==> src/rtl/mult_div_unit.sv <==
// Sequential signed 32-bit multiply / divide unit.
//
// One operation at a time, 32 clock iterations each, followed by a single
// result-valid cycle. A start (ctrl_MULT or ctrl_DIV high at a rising edge)
// is accepted from any state and aborts whatever is in flight.
//
// Ports:
//   clock          rising-edge clock
//   reset          synchronous active-high reset
//   data_operandA  signed multiplicand / dividend, sampled on a start edge
//   data_operandB  signed multiplier / divisor, sampled on a start edge
//   ctrl_MULT      start a multiply (wins over ctrl_DIV)
//   ctrl_DIV       start a divide
//   data_result    low 32 bits of the product, or the quotient
//   data_exception multiply overflow or divide fault, valid with data_resultRDY
//   data_resultRDY one-cycle result-valid pulse
module mult_div_unit (
  input  logic        clock,
  input  logic        reset,
  input  logic [31:0] data_operandA,
  input  logic [31:0] data_operandB,
  input  logic        ctrl_MULT,
  input  logic        ctrl_DIV,
  output logic [31:0] data_result,
  output logic        data_exception,
  output logic        data_resultRDY
);

  typedef enum logic [1:0] {StIdle, StMul, StDiv, StDone} state_e;

  state_e      state_q, state_d;
  logic [5:0]  count_q;
  logic [31:0] op_a_q, op_b_q;
  // Multiply: running 64-bit sum. Divide: {remainder, dividend/quotient}.
  logic [63:0] acc_q;
  // Sign-extended multiplicand, shifted left once per iteration.
  logic [63:0] mcand_q;
  logic [31:0] result_q;
  logic        exc_q;

  logic        start;
  logic        last;
  logic [31:0] a_mag_in;

  // Multiply step
  logic [63:0] addend;
  logic [63:0] prod_next;
  logic [31:0] mul_res;
  logic        mul_exc;

  // Divide step
  logic [31:0] divisor_mag;
  logic [32:0] trial;
  logic [32:0] diff;
  logic [63:0] div_next;
  logic [31:0] quot;
  logic [31:0] div_res;
  logic        div_exc;

  assign start    = ctrl_MULT | ctrl_DIV;
  assign last     = (count_q == 6'd31);
  assign a_mag_in = data_operandA[31] ? (32'd0 - data_operandA) : data_operandA;

  // ---------------------------------------------------------------------------
  // FSM: state register
  // ---------------------------------------------------------------------------
  always_ff @(posedge clock) begin
    if (reset) begin
      state_q <= StIdle;
    end else begin
      state_q <= state_d;
    end
  end

  // ---------------------------------------------------------------------------
  // FSM: next state
  // ---------------------------------------------------------------------------
  always_comb begin
    state_d = state_q;
    if (start) begin
      state_d = ctrl_MULT ? StMul : StDiv;
    end else begin
      case (state_q)
        StIdle:       state_d = StIdle;
        StMul, StDiv: if (last) state_d = StDone;
        StDone:       state_d = StIdle;
        default:      state_d = StIdle;
      endcase
    end
  end

  // ---------------------------------------------------------------------------
  // FSM: outputs
  // ---------------------------------------------------------------------------
  always_comb begin
    data_resultRDY = (state_q == StDone);
    data_result    = result_q;
    data_exception = exc_q;
  end

  // ---------------------------------------------------------------------------
  // Datapath next values
  // ---------------------------------------------------------------------------
  always_comb begin
    // Bit 31 of a two's-complement multiplier weighs -2^31, so the last
    // partial product is subtracted rather than added.
    addend    = op_b_q[count_q[4:0]] ? mcand_q : 64'd0;
    prod_next = last ? (acc_q - addend) : (acc_q + addend);
    mul_res   = prod_next[31:0];
    mul_exc   = !((&prod_next[63:31]) || (~|prod_next[63:31]));
  end

  always_comb begin
    divisor_mag = op_b_q[31] ? (32'd0 - op_b_q) : op_b_q;
    // Restoring step: shift next dividend bit into the remainder and try
    // to subtract the divisor magnitude.
    trial       = {acc_q[63:32], acc_q[31]};
    diff        = trial - {1'b0, divisor_mag};
    if (diff[32]) begin
      div_next = {trial[31:0], acc_q[30:0], 1'b0};
    end else begin
      div_next = {diff[31:0], acc_q[30:0], 1'b1};
    end
    quot = div_next[31:0];
    if (op_b_q == 32'd0) begin
      div_res = 32'd0;
      div_exc = 1'b1;
    end else if (op_a_q == 32'h8000_0000 && op_b_q == 32'hFFFF_FFFF) begin
      // Magnitude quotient is already 0x80000000 and the signs cancel.
      div_res = quot;
      div_exc = 1'b1;
    end else begin
      div_res = (op_a_q[31] ^ op_b_q[31]) ? (32'd0 - quot) : quot;
      div_exc = 1'b0;
    end
  end

  // ---------------------------------------------------------------------------
  // Datapath registers
  // ---------------------------------------------------------------------------
  always_ff @(posedge clock) begin
    if (reset) begin
      count_q  <= 6'd0;
      op_a_q   <= 32'd0;
      op_b_q   <= 32'd0;
      acc_q    <= 64'd0;
      mcand_q  <= 64'd0;
      result_q <= 32'd0;
      exc_q    <= 1'b0;
    end else if (start) begin
      count_q <= 6'd0;
      op_a_q  <= data_operandA;
      op_b_q  <= data_operandB;
      mcand_q <= {{32{data_operandA[31]}}, data_operandA};
      acc_q   <= ctrl_MULT ? 64'd0 : {32'd0, a_mag_in};
    end else if (state_q == StMul) begin
      acc_q   <= prod_next;
      mcand_q <= {mcand_q[62:0], 1'b0};
      count_q <= last ? 6'd0 : count_q + 6'd1;
      if (last) begin
        result_q <= mul_res;
        exc_q    <= mul_exc;
      end
    end else if (state_q == StDiv) begin
      acc_q   <= div_next;
      count_q <= last ? 6'd0 : count_q + 6'd1;
      if (last) begin
        result_q <= div_res;
        exc_q    <= div_exc;
      end
    end
  end

endmodule

==> config.mk <==
export PLATFORM = sky130hd
export DESIGN_NAME = mult_div_unit
export DESIGN_NICKNAME = d
export VERILOG_FILES = /design/src/rtl/mult_div_unit.sv
export SDC_FILE = /design/constraint.sdc
export NUM_CORES = 1
export LEC_CHECK = 0
export CORE_MARGIN = 2
export CORE_UTILIZATION = 53
export CTS_BUF_LIST = sky130_fd_sc_hd__clkbuf_2
export DETAILED_ROUTE_END_ITERATION = 8
export PLACE_DENSITY = 0.79
export SYNTH_ARGS = -nofsm -noshare
export SYNTH_HDL_FRONTEND = slang
export SYNTH_SLANG_ARGS = --single-unit
==> constraint.sdc <==
create_clock -name clock -period 19.4 [get_ports clock]
set_input_delay 2.91 -clock clock [delete_from_list [all_inputs] [get_ports clock]]
set_output_delay 2.91 -clock clock [all_outputs]
set_load 0.005 [all_outputs]
* After elaboration in Yosys (flattened, before gate mapping)
Cells that the tools add are included.
** Storage, ports and cells
- Register bits after elaboration :: 233
- Bits in latches :: 0
- RAM bits :: 0
- ROM bits :: 0
- Logic and storage cells :: 76
- Memories kept :: 0
** Operators by class
- Add/sub/neg operators :: 7
- $mul :: 0
- Divide/modulo/power cells :: 0
- Magnitude comparators :: 1
- Equality and inequality tests :: 9
- Shifts and indexed selects :: 0
- Multiplexer cells :: 33
- Bitwise operators :: 3
- Reductions and logical operators :: 15
** Operators with widths (number)
- $mux 64 :: 8
- $mux 32 :: 10
- $sub 1x32->32 const A :: 3
- $add 64x64->64 :: 1
- $eq 32x32->1 const B :: 2
- $sub 64x64->64 :: 1
- $reduce_and 33->1 :: 1
- $reduce_or 33->1 :: 1
- $sub 33x32->33 :: 1
- $logic_not 32->1 :: 1
- $mux 6 :: 3
- $mux 1 :: 7
- $add 6x1->6 const B :: 1
- $eq 6x5->1 const B :: 1
- $lt 5x6->1 const B :: 1
- $mux 2 :: 3
- $reduce_or 2->1 :: 3
- $bmux 1 s5 :: 1
- $eq 2x2->1 const B :: 2
- $ne 2x2->1 const B :: 2
- $pmux 2 s2 :: 1
- $reduce_and 4->1 :: 1
- $reduce_bool 2->1 :: 2
- $ne 3x3->1 const B :: 1
- other kinds (9) :: 10

* Depth between registers and ports, before layout
Gate-level depths: netlist of run 1.
- Word-level depth :: 11
- Depth in mapped cells :: 30
- Mapped depth without buffers :: 29

* Worst setup path before layout of run 1
OpenSTA, ideal clock, no wires.
- Path type :: flip-flop to flip-flop
- From :: reg op_b_q[6]
- To :: reg result_q[28] (netlist: data_result[28])
- Setup time :: 0.132 ns
- Arrival time :: 7.034 ns
- Required time :: 19.268 ns
- Slack :: 12.234 ns
- Stages on the path, launching flop included :: 28
- Path buffers :: 2
- Cell sequence :: dfxtp_1 > buf_6 > or4_4 > or3_1 > or4_1 > or4_4 > or4_4 > or4_4 > o31ai_4 > xor2_1 > ha_1 > a21o_1 > a21o_1 > a21oi_1 > nor3b_1 > nand3_1 > nor3b_2 > inv_2 > clkbuf_1 > ha_1 > and3_1 > nand2_1 > or4_1 > nor3b_1 > a21oi_1 > xor2_1 > a221oi_1 > nor3_1
** On the way
- Cells in the longest elaborated chain, start to end :: 11
- Elaborated cells on any way between the ends :: 21
** RTL lines
- from (decl) :: line 33 : logic [31:0] op_a_q, op_b_q;
- from (signal assigned) :: line 153 : op_b_q <= data_operandB;
- $sub 1x32->32 :: line 114 : divisor_mag = op_b_q[31] ? (32'd0 - op_b_q) : op_b_q;
- $mux 32 :: line 114
- $sub 33x32->33 :: line 118 : diff = trial - {1'b0, divisor_mag};
- $mux 64 :: line 119 : if (diff[32]) begin
- $sub 1x32->32 :: line 133 : div_res = (op_a_q[31] ^ op_b_q[31]) ? (32'd0 - quot) : quot;
- $mux 32 :: line 133
- $mux 32 :: line 128 : end else if (op_a_q == 32'h8000_0000 && op_b_q == 32'hFFFF_FFFF) begin
- $mux 32 :: line 125 : if (op_b_q == 32'd0) begin
- $mux 32 :: line 167 : if (last) begin
- $mux 32 :: line 164 : end else if (state_q == StDiv) begin
- $mux 32 * :: line 156 : end else if (state_q == StMul) begin
- to (signal assigned) :: line 161 : result_q <= mul_res;
- to (signal assigned) :: line 168 : result_q <= div_res;
- to (decl) :: line 38 : logic [31:0] result_q;
Every way passes the cells marked *; elsewhere a longest branch is shown, timed or not. The select of a mux whose other input is x is not followed.
A chain may end at the register's enable or synchronous reset.

* Worst setup path in the final report of run 1
Same ends and word-level chain as after synthesis.

==> results of run 1 <==
[cell type report]
class	instances	share of cell area
Clock inverter	18	0.00551
Multi-Input combinational cell	2209	0.659
Antenna cell	1	0.000119
Inverter	44	0.00783
Clock buffer	87	0.0206
Tap cell	468	0.0278
Timing Repair Buffer	129	0.0578
Sequential cell	233	0.221
[kinds of logic after synthesis]
logic type | count (synthesis) | synth area share
compound gates | 845 | 0.279
xor+xnor | 199 | 0.0900
fa+ha+maj | 106 | 0.0692
buf+inv | 226 | 0.0442
flops | 233 | 0.241
mux | 52 | 0.0354
simple gates | 1007 | 0.241
[worst register-to-register path: stages, from the launching register on]
cell and delay [ns]:
dfxtp_1 0.39, or4_4 0.58, or3_1 0.41, or4_1 0.45, or4_4 0.45, or4_4 0.44, or4_4 0.46, o31ai_4 0.19
xor2_1 0.18, ha_1 0.32, a21o_1 0.20, a21o_1 0.17, a21oi_1 0.24, nor3b_1 0.22, nand3_1 0.10, nor3b_4 0.17
buf_4 0.26, inv_2 0.62, ha_1 0.40, and3_1 0.26, nand2_1 0.12, or4_1 0.54, nor3b_1 0.36, a21oi_1 0.13
xor2_1 0.17, a221oi_1 0.32, nor3_1 0.07
[path summary, 6_finish.rpt]
| check | startpoint | endpoint | slack [ns] |
|---|---|---|---|
| hold / removal | op_a_q[24]$_SDFFE_PP0N_ | op_a_q[24]$_SDFFE_PP0N_ | 0.46 |
| hold reg to reg | op_a_q[24]$_SDFFE_PP0N_ | op_a_q[24]$_SDFFE_PP0N_ | 0.46 |
| setup reg to reg | op_b_q[6]$_SDFFE_PP0N_ | data_result[28]$_SDFFE_PP0P_ | 11.06 |
| setup / recovery | op_b_q[6]$_SDFFE_PP0N_ | data_result[28]$_SDFFE_PP0P_ | 11.06 |
[cell usage in the layout (no fill, tap or decap), drive strengths merged, types with 29 or more instances in the layout]
cell,n
o31ai,33
ha,104
xnor2,113
a211oi,46
nand4,41
xor2,86
a31oi,32
nand3,45
a21o,39
clkbuf,87
nor2,224
inv,46
clkdlybuf4s50,100
a221o,32
a21oi,297
buf,29
mux2,32
nor3,85
dfxtp,233
o21ai,166
nand2,411
nor4,43
[through the flow]
step           power, mW  hold slack (ns)
5_1_grt             1.51            0.476
4_1_cts             1.43            0.461
6_report            1.45            0.458
3_5_place_dp        1.06            0.449
3_3_place_gp        1.06            0.442
2_1_floorplan      0.910            0.432
[per-layer routing]
layer,part of all wire,routed length (um)
met2,0.39,27100
met3,0.14,9440
met5,0,0
met4,0.026,1830
met1,0.45,31000
[flip-flops by register name, summed over array words and instances (netlist names)]
name and flops:
acc_q 64, mcand_q 64, data_result 32, op_a_q 32, op_b_q 32, count_q 6
state_q 2, data_exception 1
[power breakdown]
part	internal [mW]	switching, mW
logic	0.196	0.342
registers	0.501	0.0413
clock network	0.136	0.229
==> results.md, run 1 <==
* GRT Total Usage at 0.355
* Post-synth cell types at 80
* Synth Area per Inst at 7.26 um^2
* Tcrit/Tclk final at 0.430
* Grt ovf at 0
* Clock root buffer: clkbuf_2
* Fmax at 120 MHz
* Crit path max fanout at 45
* Synth area leader: dfxtp_1
* CP max-delay cell: inv_2
* Met1 Track Usage GR at 0.532
* Arrival time at the worst endpoint at 9.17 ns
* FFs w/ async S/R, synth at 0
* Peak VDD IR at 0.0459 mV
* Share of the synthesized area in the top cell type at 0.241
* Core area at 36300 um^2
* Setup ws final at 11.06 ns
* Post-CTS Repair Setup Buffers at 0
* Initial detailed-routing violation count at 2575
* Nets at 2857
* Final Setup Violations at 0
* Routed WL per cell at 21.7 um
* Num CTS Buffers at 66
* First-pass GRT wire length at 107000 um
* Via count of the routed design at 21.2k
* Most common cell on crit path: or4_4
* Busiest grt layer: met1
* Post-place setup slack at 11.19 ns
* Min cycle time layout at 8.34 ns
* Worst Tran Pin Value at 1.16 ns
* Max_cap viols at 0
* Utilization after layout at 0.582
* TritonCTS clock tree: yes
* Post-CTS resize count at 0
* Top-Level Pins at 102
* Slew HR at 0.228
* Sink Count at 233
* Slew Limit Fails at 0
* # rows at 70
* Gpl congestion at 0.979
* Total wire length at 69400 um
* Most frequent cell after synthesis: nand2_1
* Cell Count, Final, Fillers Out at 3189
* Synth area leaders: dfxtp_1, nand2_1, a21oi_1
* Via density at 6.65
* Register area at 4660 um^2
* Critical path buffer and inverter count at 2
* Kind of cell adding the most delay to the critical path: simple AND/OR/NAND/NOR gates
* Final Instance Area at 21100 um^2
* Leak Pwr at 8.16 nW
* Final TNS setup at 0 ns
* Area growth syn-to-layout at 8.91%
* Synth Instances at 2668
* Req. time, crit path at 20.23 ns
* Starting density of the core at 0.534
* Largest net degree at the start of global routing at 111
* Area of the multi-input gates at 13900 um^2
* RSZ-0062 raised after global routing: no
* Most common library cells after synthesis: nand2_1, a21oi_1, dfxtp_1
* WP depth at 26
* DR DRC count at 0
* R2r worst-path depth at 26
* DPL Wire Length at 52400 um
* Mapped cell area at 19400 um^2
* Syn Nets at 2842
* Met2 GRT Util at 0.484
* EDFF count, synth at 0
* Final Hold Fails at 0
* Final Skew at 0.0828 ns
* H-Tree Depth at 3
* Worst setup path category: register to register
* Port Buf Inserts at 101
* Path category of the worst min-delay check: register to register
* PwrDens at 68.5 nW/um^2
* Die X at 195 um
* Initial antenna violation count at 1
* Outcome: finished, final reports clean
* Placed Cells at 3083
* CTS Buffer Depth at 3
* Seq/Total Area, Yosys at 0.241
* Total die area at 38100 um^2
* DR pass1 iterations at 6
* Share of layout cells above drive strength 1 at 0.0735
* Clock transition at the registers of the reported paths at 0.09 ns
* Yosys warnings at 0
* Final ANT Viol Nets at 0
* Filler cells at 3542
* Hold depth at 2
* Vias in the first global route at 18.8k
* Die outline height at 195 um
* CP Capture Type: register
* CP startpoint kind: register
* Met3 GRT Util at 0.106
* Placed instance area at 20500 um^2
* Slowest cell delay on critical path at 0.60 ns
* Hold buffer count at cts at 0
* Clk Latency, worst-skew pair at 1.02 ns
* Post-synth top flop: dfxtp_1
* Synth Register Bits at 233
Note: power is estimated with default switching activity, not from simulation.
==> inputs of run 2 (changes only) <==
--- a/config.mk
+++ b/config.mk
@@ -9,7 +9,7 @@
 export CORE_UTILIZATION = 53
 export CTS_BUF_LIST = sky130_fd_sc_hd__clkbuf_2
 export DETAILED_ROUTE_END_ITERATION = 8
-export PLACE_DENSITY = 0.79
+export PLACE_DENSITY = 0.82
 export SYNTH_ARGS = -nofsm -noshare
 export SYNTH_HDL_FRONTEND = slang
 export SYNTH_SLANG_ARGS = --single-unit
==> constraint.sdc (replaced) <==
create_clock -name clock -period 7 [get_ports clock]
set_input_delay 1.05 -clock clock [delete_from_list [all_inputs] [get_ports clock]]
set_output_delay 1.05 -clock clock [all_outputs]
set_load 0.005 [all_outputs]
==> run 2 against run 1 <==
Net effect: worst setup slack worse by 11 ns; highest routed layer unchanged; power grew to 2.9 times the previous value; clock-buffer cell count is 5 lower; final cell count is 3.1% higher; critical endpoint is now data_exception$_SDFFE_PP0P_.
==> results.md, run 2 (synthesized netlist as in run 1, its figures left out) <==
* Share of layout cells above drive strength 1 at 0.111
* Hold Path Sink: op_a_q[17]$_SDFFE_PP0N_
* Final Skew at 0.172 ns
* Max_cap viols at 0
* Kind of cell adding the most delay to the critical path: compound AO/OA/AOI/OAI gates
* CP Capture Type: register
* Cell Count, Final, Fillers Out at 3289
* First-pass GRT wire length at 108000 um
* DR pass1 iterations at 7
* Placed instance area at 21300 um^2
* Worst Tran Pin Value at 1.21 ns
* Slew HR at 0.189
* Core area at 36300 um^2
* RSZ-0062 raised after global routing: yes
* Largest regs: acc_q (64), mcand_q (64)
* Hold Startpoint: op_a_q[17]$_SDFFE_PP0N_
* Final ANT Viol Nets at 0
* Port Buf Inserts at 101
* Clock root buffer: clkbuf_2
* Area growth syn-to-layout at 13.2%
* Via density at 6.56
* R2r worst-path depth at 25
* Largest net degree at the start of global routing at 111
* Critical path buffer and inverter count at 3
* Utilization after layout at 0.605
* Fmax at 147 MHz
* Gpl congestion at 1.02
* PwrDens at 188 nW/um^2
* Logic pwr share at 0.397
* Hold slack at 0.462 ns
* Total wire length at 69500 um
* Clock transition at the registers of the reported paths at 0.12 ns
* Filler cells at 3321
* R2r setup slk at 0.18 ns
* Clock share of power at 0.243
* Routed WL per cell at 21.1 um
* Slowest cell delay on critical path at 0.54 ns
* Peak VDD IR at 0.162 mV
* Seq pwr share at 0.360
* Via count of the routed design at 21.6k
* DR DRC count at 0
* Initial antenna violation count at 2
* Min cycle time layout at 6.82 ns
* Starting density of the core at 0.534
* Num CTS Buffers at 66
* Psw at 1.70 mW
* CTS Buffer Depth at 3
* Arrival time at the worst endpoint at 7.64 ns
* Req. time, crit path at 7.82 ns
* Hold depth at 2
* DPL Wire Length at 52600 um
* Path category of the worst min-delay check: register to register
* Nets at 2955
* Int Pwr at 2.42 mW
* Sink Count at 233
* H-Tree Depth at 3
* Top-Level Pins at 102
* Leak Pwr at 8.65 nW
* Worst r2r src: count_q[0]$_SDFFE_PP0N_
* Slew Limit Fails at 0
* Outcome: finished, final reports clean
* Vias in the first global route at 19.6k
* Total die area at 38100 um^2
* Initial detailed-routing violation count at 2688
* # rows at 70
* Worst setup path category: register to register
* Clk Latency, worst-skew pair at 1.03 ns
* Commonest non-fill, non-tap cell in the layout: nand2_1
* Final Setup Violations at 0
* Crit Reg-Reg Endpoint: data_exception$_SDFFE_PP0P_
* Most frequent cells in the layout: nand2_1, a21oi_1, dfxtp_1
* Grt ovf at 0
* Sw Ratio at 0.413
* Tcrit/Tclk final at 0.974
* TritonCTS clock tree: yes
* Placed Cells at 3177
* Die X at 195 um
* GRT Total Usage at 0.354
* Final Hold Fails at 0
* Die outline height at 195 um
* CP startpoint kind: register
* CP max-delay cell: mux4_2
* Final Instance Area at 21900 um^2
* Crit path max fanout at 9
run 2: cell count changes in the layout (fill, tap and decap cells not counted), moves of 4 or more:
| cell | delta |
|---|---|
| o21ai_1 | +8 |
| clkinv_1 | +6 |
| o21ai_0 | -8 |
| clkbuf_2 | -5 |
| buf_4 | +98 |
| ha_1 | -4 |
| ha_2 | +4 |
run 2: tightest hold or removal path, delay by kind of cell, from the launching register on:
family	cells	cell delay (ns)
and+or+nand+nor	1	0.05
AOI/OAI and AO/OA	1	0.05
DFF	1	0.32
run 2: per-layer routing:
layer | share of wire | GRT usage
met1 | 0.43 | 0.507
met2 | 0.41 | 0.509
met3 | 0.13 | 0.0974
met4 | 0.028 | 0.115
met5 | 0 | 0
run 2: power by group through the flow:
stage	sequential, mW	clock (mW)	combinational (mW)
final	1.48	1.00	1.64
after global routing	1.49	1.08	1.75
after CTS	1.48	1.01	1.55
after detailed placement	1.51	0	1.54
after global placement	1.50	0	1.52
after floorplan	1.48	0	1.05
run 2: layout make-up:
| cell class | count | area (um^2) | share of cell area |
|---|---|---|---|
| tap | 468 | 586 | 0.0267 |
| antenna | 1 | 2.50 | 0.000114 |
| multi-input combinational | 2209 | 14000 | 0.638 |
| sequential | 233 | 4660 | 0.213 |
| clock buffer | 82 | 410 | 0.0187 |
| clock inverter | 25 | 153 | 0.00696 |
| inverter | 44 | 165 | 0.00753 |
| timing repair buffer | 227 | 1950 | 0.0891 |
run 2: metrics by stage:
stage / setup slack (ns) / total power, mW / setup TNS (ns)
6_report: 0.184 / 4.12 / 0
5_1_grt: -0.0350 / 4.32 / -0.0350
4_1_cts: 0.0980 / 4.04 / 0
3_5_place_dp: 0.122 / 3.05 / 0
3_3_place_gp: 0.185 / 3.03 / 0
2_1_floorplan: 0.0290 / 2.52 / 0
run 2: worst max-delay path by stage:
stage                                       start                     endpoint  slack [ns]  cells past startpoint
after CTS                 count_q[0]$_SDFFE_PP0N_  data_exception$_SDFFE_PP0P_         0.1                     25
after global routing      count_q[0]$_SDFFE_PP0N_  data_exception$_SDFFE_PP0P_       -0.03                     24
final                     count_q[0]$_SDFFE_PP0N_  data_exception$_SDFFE_PP0P_        0.18                     25
after detailed placement  count_q[0]$_SDFFE_PP0N_  data_exception$_SDFFE_PP0P_        0.12                     25
after global placement    count_q[0]$_SDFFE_PP0N_  data_exception$_SDFFE_PP0P_        0.19                     24
after floorplan           count_q[0]$_SDFFE_PP0N_  data_exception$_SDFFE_PP0P_        0.03                     28
run 2: timing repair:
action / CTS / global route
endpoints found under the hold margin: 0 / 0
buffers inserted: 0 / 4
hold buffers: 0 / 0
setup endpoints to repair: 0 / 5
gates resized for setup: 0 / 29
==> RTL change (flow settings as in run 1) <==
Re-encode `state_e` (4 states) as one-hot, 4 bits wide.
--- a/src/rtl/mult_div_unit.sv
+++ b/src/rtl/mult_div_unit.sv
@@ -27,5 +27,5 @@
 );
 
-  typedef enum logic [1:0] {StIdle, StMul, StDiv, StDone} state_e;
+  typedef enum logic [3:0] {StIdle = 4'b0001, StMul = 4'b0010, StDiv = 4'b0100, StDone = 4'b1000} state_e;
 
   state_e      state_q, state_d;
Behaviour: same outputs for any inputs over 4 cycles, from zero or initial values and one cycle with reset high; so few cycles prove little.
==> RTL change against run 1 <==
- non-clock buffer count grew 3
- setup slack lost 0.74 ns
- total power shrank 0.78%
- critical path depth shrank 1
- global-route usage grew 2.3 points
- sequential power grew 0.7%
- design area grew 0.15%
- sequential cell count grew 2
- sequential share of layout area grew 0.16 points
- routed wire length grew 5.3%
- synthesized area shrank 0.15%
- first-iteration DRC count shrank 27%
- critical endpoint is now data_exception
==> RTL change: results (changes against run 1) <==
{| class="wikitable"
! Metric !! Value
|-
| Post-synthesis adder-cell area fraction || 0.0674 (was 0.0692)
|-
| Fraction of the mapped netlist area in compound gates || 0.268 (was 0.279)
|-
| Last weighted congestion value of the routability-driven placer || 0.967 (was 0.979)
|-
| Seq/Total Area, Yosys || 0.243 (was 0.241)
|-
| Ratio of cells with drive above 1 in the final layout || 0.0715 (was 0.0735)
|-
| Upper clock frequency limit || 0.110 GHz (was 0.120 GHz)
|-
| Leakage Power || 8.13 nW (was 8.16 nW)
|-
| Worst-case hold path end point || op_a_q[6] (was op_a_q[24])
|-
| Top cell types by occurrence after synthesis || sky130_fd_sc_hd__nand2_1, sky130_fd_sc_hd__nor2_1, sky130_fd_sc_hd__a21oi_1 (was sky130_fd_sc_hd__nand2_1, sky130_fd_sc_hd__a21oi_1, sky130_fd_sc_hd__dfxtp_1)
|-
| Worst slew margin relative to its limit || 0.167 (was 0.228)
|-
| Endpoint arrival time on the critical path || 9.97 ns (was 9.17 ns)
|-
| Reg2Reg Depth || 25 (was 26)
|-
| DPL Wire Length || 53.9 mm (was 52.4 mm)
|-
| Number of DRC violations after detailed-routing iteration 0 || 1,871 (was 2,575)
|-
| Xor and xnor area share after synthesis || 0.0964 (was 0.0900)
|-
| Per-cell routed wire length || 22.4 µm (was 21.7 µm)
|-
| Detail-routed via count per cell || 6.58 (was 6.65)
|-
| Critical Path Slowest Stage Cell || sky130_fd_sc_hd__dfxtp_1 (was sky130_fd_sc_hd__inv_2)
|-
| Max H-tree Level || 3 (unchanged)
|-
| Reg-to-Reg End || data_exception (was data_result[28])
|-
| First-pass GRT wire length || 114 mm (was 107 mm)
|-
| Highest cell delay on the worst timing path || 0.73 ns (was 0.60 ns)
|-
| Run status || finished clean (unchanged)
|-
| Clock latency on the worst-skew pair || 1.07 ns (was 1.02 ns)
|-
| Main area contributors after synthesis || sky130_fd_sc_hd__dfxtp_1, sky130_fd_sc_hd__nand2_1, sky130_fd_sc_hd__a21oi_1 (unchanged)
|-
| Max IR drop VDD || 0.0000560 V (was 0.0000459 V)
|-
| Vias in the first global route || 20,400 (was 18,800)
|-
| R2r setup slk || 10.31 ns (was 11.06 ns)
|-
| Source of the worst hold timing path || op_a_q[6] (was op_a_q[24])
|-
| Drt first pass iters || 5 (was 6)
|-
| Total Nets Final || 2,920 (was 2,857)
|-
| Beginning of the worst register-to-register path || count_q[0] (was op_b_q[6])
|-
| Number of antenna violations at the first check in global routing || 3 (was 1)
|-
| TritonCTS buffer count || 69 (was 66)
|-
| Worst-path clk slew || 0.11 ns (was 0.09 ns)
|}
RTL change: through the flow:
step | instances | util | area, µm² | hold slack, ns | setup WS, ns
detailed placement | 3139 | 0.573 | 20500 | 0.447 | 10.53
global route | 3264 | 0.591 | 21100 | 0.478 | 9.77
finish | 3265 | 0.591 | 21100 | 0.460 | 10.31
CTS | 3260 | 0.591 | 21100 | 0.460 | 10.50
global placement | 3139 | 0.573 | 20500 | 0.442 | 10.83
floorplan | 2733 | - | 19300 | 0.432 | 11.34
RTL change: how the worst max path moves through the flow:
| stage | depth (start not counted) | endpoint | startpoint | slack, ns |
|---|---|---|---|---|
| 2_1_floorplan | 28 | data_exception | count_q[0] | 11.34 |
| 3_3_place_gp | 24 | data_exception | count_q[0] | 10.83 |
| 3_5_place_dp | 25 | data_exception | count_q[0] | 10.53 |
| 4_1_cts | 25 | data_exception | count_q[0] | 10.50 |
| 5_1_grt | 25 | data_exception | count_q[0] | 9.77 |
| 6_report | 25 | data_exception | count_q[0] | 10.31 |
RTL change: metal layers:
metal  routed length [µm]  track usage  vias to the layer above
met5                    0            0                        -
met4                 5010        0.234                        0
met3                 5550       0.0651                      270
met2                34000        0.630                     1057
met1                28500        0.456                    10100
li1                     -            -                    10000
RTL change: where the power goes:
| group | internal (mW) | total [mW] | leakage (nW) | switching, mW |
|---|---|---|---|---|
| combinational | 0.178 | 0.490 | 5.73 | 0.312 |
| sequential | 0.506 | 0.546 | 1.93 | 0.0402 |
| clock | 0.147 | 0.399 | 0.464 | 0.252 |
| total | 0.830 | 1.43 | 8.13 | 0.604 |
RTL change: cell type report:
cell class	instances	area (µm²)
tap	461	577
clock inverter	28	161
inverter	41	154
antenna	5	12.5
fill	3452	14600
timing repair buffer	132	1240
sequential	235	4700
multi-input combinational	2270	13800
clock buffer	93	465
